==> src/rtl/sync_rr_arbiter.sv <==
// sync_rr_arbiter: synchronizes async request lines, latches rising edges and
// grants one channel at a time round-robin with done/timeout release.
module sync_rr_arbiter #(
  parameter int N = 4,
  parameter int MAX_HOLD = 255,
  parameter int IDW = $clog2(N)
) (
  input  logic           clk,
  input  logic           n_rst,
  input  logic [N-1:0]   async_req,
  input  logic           done,
  output logic [N-1:0]   grant,
  output logic [IDW-1:0] grant_id,
  output logic           busy,
  output logic           timeout
);
  localparam logic [1:0] IDLE = 2'd0, GRANT = 2'd1, GAP = 2'd2;
  logic [1:0] state;
  logic [N-1:0] s1, s2, s3, pend, rise, clr;
  logic [IDW-1:0] ptr, sel, idx;
  logic [15:0] cnt;
  logic hold_exp, rel;
  assign rise = s2 & ~s3;
  assign hold_exp = cnt == 16'(MAX_HOLD - 1);
  assign rel = state == GRANT && (done || hold_exp);
  // grant is one-hot, so it doubles as the pending-clear mask on release
  assign clr = rel ? grant : '0;
  assign busy = |grant;
  always_comb begin
    sel = ptr;
    idx = ptr;
    for (int k = N - 1; k >= 0; k--) begin
      idx = IDW'((int'(ptr) + k) % N);
      if (pend[idx]) sel = idx;
    end
  end
  always_ff @(posedge clk or negedge n_rst)
    if (!n_rst) begin
      s1 <= '0;
      s2 <= '0;
      s3 <= '0;
      pend <= '0;
    end else begin
      s1 <= async_req;
      s2 <= s1;
      s3 <= s2;
      pend <= (pend & ~clr) | rise;
    end
  always_ff @(posedge clk or negedge n_rst)
    if (!n_rst) begin
      state <= IDLE;
      grant <= '0;
      grant_id <= '0;
      ptr <= '0;
      cnt <= '0;
      timeout <= 1'b0;
    end else begin
      timeout <= rel && !done;
      if (state == IDLE && |pend) begin
        state <= GRANT;
        grant <= {{(N-1){1'b0}}, 1'b1} << sel;
        grant_id <= sel;
        cnt <= '0;
      end else if (rel) begin
        state <= GAP;
        grant <= '0;
        grant_id <= '0;
        ptr <= grant_id == IDW'(N - 1) ? '0 : grant_id + 1'b1;
      end else if (state == GRANT) begin
        cnt <= cnt == 16'hFFFF ? cnt : cnt + 16'd1;
      end else if (state != IDLE) begin
        state <= IDLE;
      end
    end
endmodule

==> config.mk <==
export PLATFORM = sky130hd
export DESIGN_NAME = sync_rr_arbiter
export DESIGN_NICKNAME = d
export VERILOG_FILES = /design/src/rtl/sync_rr_arbiter.sv
export SDC_FILE = /design/constraint.sdc
export NUM_CORES = 1
export LEC_CHECK = 0
export ABC_AREA = 1
export ABC_CLOCK_PERIOD_IN_PS = 5000
export CORE_MARGIN = 5
export CORE_UTILIZATION = 35
export CTS_CLUSTER_SIZE = 25
export DETAILED_ROUTE_END_ITERATION = 7
export PLACE_DENSITY = 0.64
export SYNTH_ARGS = -nofsm -noshare
export SYNTH_HDL_FRONTEND = slang
export SYNTH_SLANG_ARGS = --single-unit
==> constraint.sdc <==
create_clock -name clk -period 5 [get_ports clk]
set_clock_uncertainty 0.2 [all_clocks]
set_input_delay 1.5 -clock clk [delete_from_list [all_inputs] [get_ports clk]]
set_output_delay 1.5 -clock clk [all_outputs]
set_load 0.02 [all_outputs]
==> results.toml, run 1 <==
[status]
run_status = "complete, no violations"

[placement]
place_area_mm2 = 0.00246
dp_hpwl_um = 3230
place_worst_setup_slack_ns = 1.92
numPortBuffers = 14
dp_cells = 367
place.gp.congestion = 0.806

[clock_network]
h-tree-depth = 2
cts_tree = "yes"
cts_buffers = 5
post_cts_buffers = 0
postCtsResizedCells = 0
cts.sinks = 43
cts.hold.buffers_added = 0
clk_pin_slew_worst_paths_ns = 0.08
clock_latency_ns = 0.29
clockBufferDepth = 2
cts_root_buffer = "clkbuf_8"

[route]
drc = 0
vias = 1759
vias_per_cell = 4.70
wl_um = 4490
firstDrtPassIters = 4
final_antenna_net_count = 0
drtIter0Drc = 186
routedWlPerCell_um = 12.0

[synthesis]
synth.cell_area_mm2 = 0.00227
syn_avg_cell_area_um2 = 8.09
synthDistinctLibCells = 28
synth_most_common_cell = "nand2_1"
ys_warn_count = 0
ys_seq_elements = 43
synth_nets = 291
synth_area_leaders = "dfrtp_1 47%, nand2_1 16%, inv_1 4.8%, nand3_1 4.0%, nor2_1 4.0%"
yosysSeqAreaShare_pct = 47.3
synth_enable_flop_cells = 0
synth.top_cells.by_count = "96 x nand2_1, 43 x dfrtp_1, 29 x inv_1"
synth_flop_cell = "dfrtp_1"
synthArstFlopShare_pct = 100
synth_top_area_cell = "dfrtp_1"
synth_top_area_share_pct = 47.3
netlist_instances = 281

[die]
die_area_mm2 = 0.00821
die_h_um = 90.6
placementRows = 29
die-width_um = 90.6
io_pins = 15
initial_utilization_pct = 35.8
core_area_mm2 = 0.00635

[critical_path]
criticalPathCategory = "register to output pin"
worst_ep_required_time_ns = 3.30
regToRegSetupSlack_ns = 2.87
worst_setup_path_start_kind = "register"
rr_startpoint = "cnt[0]"
endpoint_kind = "output pin"
r2r-end = "cnt[2]"
critPathArrivalTime_ns = 1.44
path_max_fanout = 3
reg2reg_depth = 9

[finish]
final_cells = 374
drive_gt1_share_pct = 10.8
final_nets = 307
num_antenna_cells = 0
final_util_pct = 40.4
n_fill_cell = 640
finalInstanceArea_mm2 = 0.00256
syn_to_final_growth_pct = 12.7

[grt]
grt_pass1_vias = 1694
grt_max_degree = 44
grt.total_usage_pct = 11.4
grt_pass1_wl_um = 7820
grt_overflow = 0
antenna_found_initial = 0

[worst_hold_path]
min-delay-path-class = "register to register"
holdPathEnd = "s2[1]"
hold_start = "s1[1]"
worstHoldPathCells = 0

[timing]
fin_crit_ns = 3.14
slew_headroom_pct = 36.3
layout_setup_ws_ns = 1.86
setup_viol = 0
tns_ns = 0
tightest_slew_ns = 0.955
holdWs_ns = 0.153
finalHoldViolations = 0
fin_crit_sh_pct = 62.9
max_freq_ghz = 0.318
grt_setup_unrepaired = "no"
drv_slew = 0

[pwr]
power_mw = 1.27
vdd_ir_drop_max_mv = 0.248
p_leak_nw = 1.27
p_per_area_mw_per_mm2 = 497

[flow_run]
max-cap-violations = 0
-- area by class of cell --
class | count | area (µm²) | area share (%)
Sequential cell | 43 | 1080 | 42.0
Timing Repair Buffer | 14 | 135 | 5.27
Clock buffer | 5 | 68.8 | 2.69
Tap cell | 77 | 96.3 | 3.76
Clock inverter | 2 | 37.5 | 1.46
Multi-Input combinational cell | 200 | 1020 | 40.0
Inverter | 33 | 124 | 4.83
-- worst max-delay path by stage --
stage / cells past startpoint / slack [ns] / to / start
2_1_floorplan: 2 / 2.53 / busy / grant[3]
3_3_place_gp: 8 / 1.97 / cnt[8] / done
3_5_place_dp: 7 / 1.92 / cnt[2] / done
4_1_cts: 3 / 1.83 / busy / grant[0]
5_1_grt: 3 / 1.78 / busy / grant[3]
6_report: 3 / 1.86 / busy / grant[0]
-- cell usage in the layout (no fill, tap or decap), types with 3 or more instances in the layout --
cell,instances
nand2_1,96
dfrtp_1,43
inv_1,29
nor2_1,24
nand3_1,18
o21ai_0,13
clkdlybuf4s50_1,13
xor2_1,10
nand4_1,6
o21ai_2,6
clkbuf_8,5
inv_2,4
o21ai_1,3
ha_1,3
-- sequential cells by signal, summed over array words and instances (netlist names) --
signal and count:
s1 4, state 2, grant_id 2, cnt 16, s3 4, timeout 1
ptr 2, grant 4, s2 4, pend 4
-- worst max-delay path: stages (launching register included) --
cell	delay, ns
dfrtp_1	0.38
inv_1	0.07
nand4_1	0.09
clkdlybuf4s50_1	0.62
-- layer usage --
| metal | vias up | global-route usage [%] | share of wire (%) |
|---|---|---|---|
| met5 | - | 0 | 0 |
| met1 | 811 | 15.8 | 48 |
| met2 | 36 | 17.8 | 46 |
| li1 | 905 | - | - |
| met3 | 7 | 1.58 | 4.2 |
| met4 | 0 | 4.84 | 1.9 |
-- report_power, final --
group,internal [mW],switching [mW],leakage (nW)
logic,0.177,0.370,0.684
clock network,0.146,0.117,0.0502
registers,0.408,0.0571,0.540
total,0.730,0.543,1.27
-- logic make-up after synthesis --
| family | after synthesis | share of synthesized area [%] |
|---|---|---|
| flops | 43 | 47.3 |
| xor+xnor | 12 | 4.62 |
| compound gates | 24 | 6.49 |
| fa+ha+maj | 3 | 1.65 |
| simple gates | 161 | 32.3 |
| buf+inv | 38 | 7.59 |
No activity file was read; power rests on OpenSTA's default activity.
==> inputs of run 2 (changes only) <==
Settings changed: ABC_CLOCK_PERIOD_IN_PS 5000 to 3200.
Clock period 5 ns to 3.2 ns, I/O delays scaled along.
==> results.toml, run 2 (same netlist as run 1, synthesis figures left out) <==
[status]
run_status = "complete, no violations"

[finish]
num_antenna_cells = 0
syn_to_final_growth_pct = 12.7
drive_gt1_share_pct = 11.4
final_nets = 308
finalInstanceArea_mm2 = 0.00256
final_cell_mix = "96 x nand2_1, 43 x dfrtp_1, 29 x inv_1"
layout_commonest_cell = "nand2_1"
regMostFlops = "cnt"
largest_reg_flops = 16
final_cells = 376

[timing]
max_freq_ghz = 0.381
grt_setup_unrepaired = "no"
tns_ns = 0
finalHoldViolations = 0
drv_slew = 0
tightest_slew_ns = 0.393
slew_headroom_pct = 73.8
fin_crit_sh_pct = 82.1
holdWs_ns = 0.158
layout_setup_ws_ns = 0.572
setup_viol = 0
fin_crit_ns = 2.63

[placement]
dp_hpwl_um = 3330
place.gp.congestion = 0.815
numPortBuffers = 14
dp_cells = 368
place_worst_setup_slack_ns = 0.652
place_area_mm2 = 0.00246

[clock_network]
cts_tree = "yes"
clock_latency_ns = 0.30
h-tree-depth = 2
post_cts_buffers = 0
cts_root_buffer = "clkbuf_8"
postCtsResizedCells = 0
clockBufferDepth = 2
cts.sinks = 43
cts_buffers = 5
cts.hold.buffers_added = 0
clk_pin_slew_worst_paths_ns = 0.09

[route]
final_antenna_net_count = 0
vias_per_cell = 4.65
wl_um = 4560
vias = 1750
drtIter0Drc = 128
routedWlPerCell_um = 12.1
firstDrtPassIters = 4
drc = 0

[grt]
grt_pass1_vias = 1704
grt_overflow = 0
grt_max_degree = 32
antenna_found_initial = 0
grt_pass1_wl_um = 8070
grt.total_usage_pct = 11.8

[critical_path]
r2r-end = "cnt[14]"
slowest_stage = "clkdlybuf4s50_1"
worst_setup_path_start_kind = "register"
endpoint_kind = "output pin"
regToRegSetupSlack_ns = 1.05
slowest_delay_ns = 0.61
criticalPathCategory = "register to output pin"
critPathArrivalTime_ns = 1.47
rr_startpoint = "cnt[0]"
path_cells = "inv_1, nand4_1, clkdlybuf4s50_1"
path_max_fanout = 3
reg2reg_depth = 10
worst_ep_required_time_ns = 2.04

[die]
die_area_mm2 = 0.00821
core_area_mm2 = 0.00635
initial_utilization_pct = 35.8
die-width_um = 90.6
placementRows = 29
die_h_um = 90.6
io_pins = 15

[pwr]
p_per_area_mw_per_mm2 = 761
vdd_ir_drop_max_mv = 0.392
p_leak_nw = 1.28

[worst_hold_path]
min-delay-path-class = "register to register"
hold_start = "s1[1]"
holdPathEnd = "s2[1]"
worstHoldPathCells = 0

[flow_run]
max-cap-violations = 0
==> run 2: layer usage <==
layer  vias up  track usage (%)  routed length [µm]
met3         7             2.33                 143
met2        25             17.9                2040
met1       806             16.4                2290
li1        912                -                   -
met5         -                0                   0
met4         0             4.84                  83
==> run 2: critical path: cells and delay by family, from the launching register on <==
| kind | cells | cell delay, ns |
|---|---|---|
| buf+inv | 2 | 0.68 |
| flops | 1 | 0.39 |
| simple gates | 1 | 0.09 |
==> run 2: power breakdown <==
group | switching (mW) | leakage [nW] | internal [mW] | total (mW)
logic | 0.577 | 0.688 | 0.277 | 0.854
clock network | 0.194 | 0.0474 | 0.176 | 0.370
registers | 0.0891 | 0.540 | 0.637 | 0.726
==> run 2: area by class of cell <==
| cell class | instances | area, µm² |
|---|---|---|
| multi-input cells | 200 | 1020 |
| repair buffers | 15 | 143 |
| clock inverters | 2 | 16.3 |
| well taps | 77 | 96.3 |
| flip-flops and latches | 43 | 1080 |
| inverters | 33 | 124 |
| clock buffers | 6 | 82.6 |
| fillers | 642 | 3790 |
==> run 2: worst max-delay path by stage <==
stage	start	end	slack, ns	cells after the start
after global routing	grant[1]	busy	0.48	3
after global placement	done	cnt[12]	0.71	8
after floorplan	grant[3]	busy	1.27	2
final	grant[1]	busy	0.57	3
after detailed placement	done	cnt[2]	0.65	7
after CTS	grant[1]	busy	0.55	3
==> run 2: stage by stage <==
stage | utilization, % | power, mW
finish | 40.4 | 1.95
CTS | 40.4 | 1.97
global placement | 38.8 | 1.58
detailed placement | 38.8 | 1.60
floorplan | - | 1.42
global route | 40.4 | 2.11
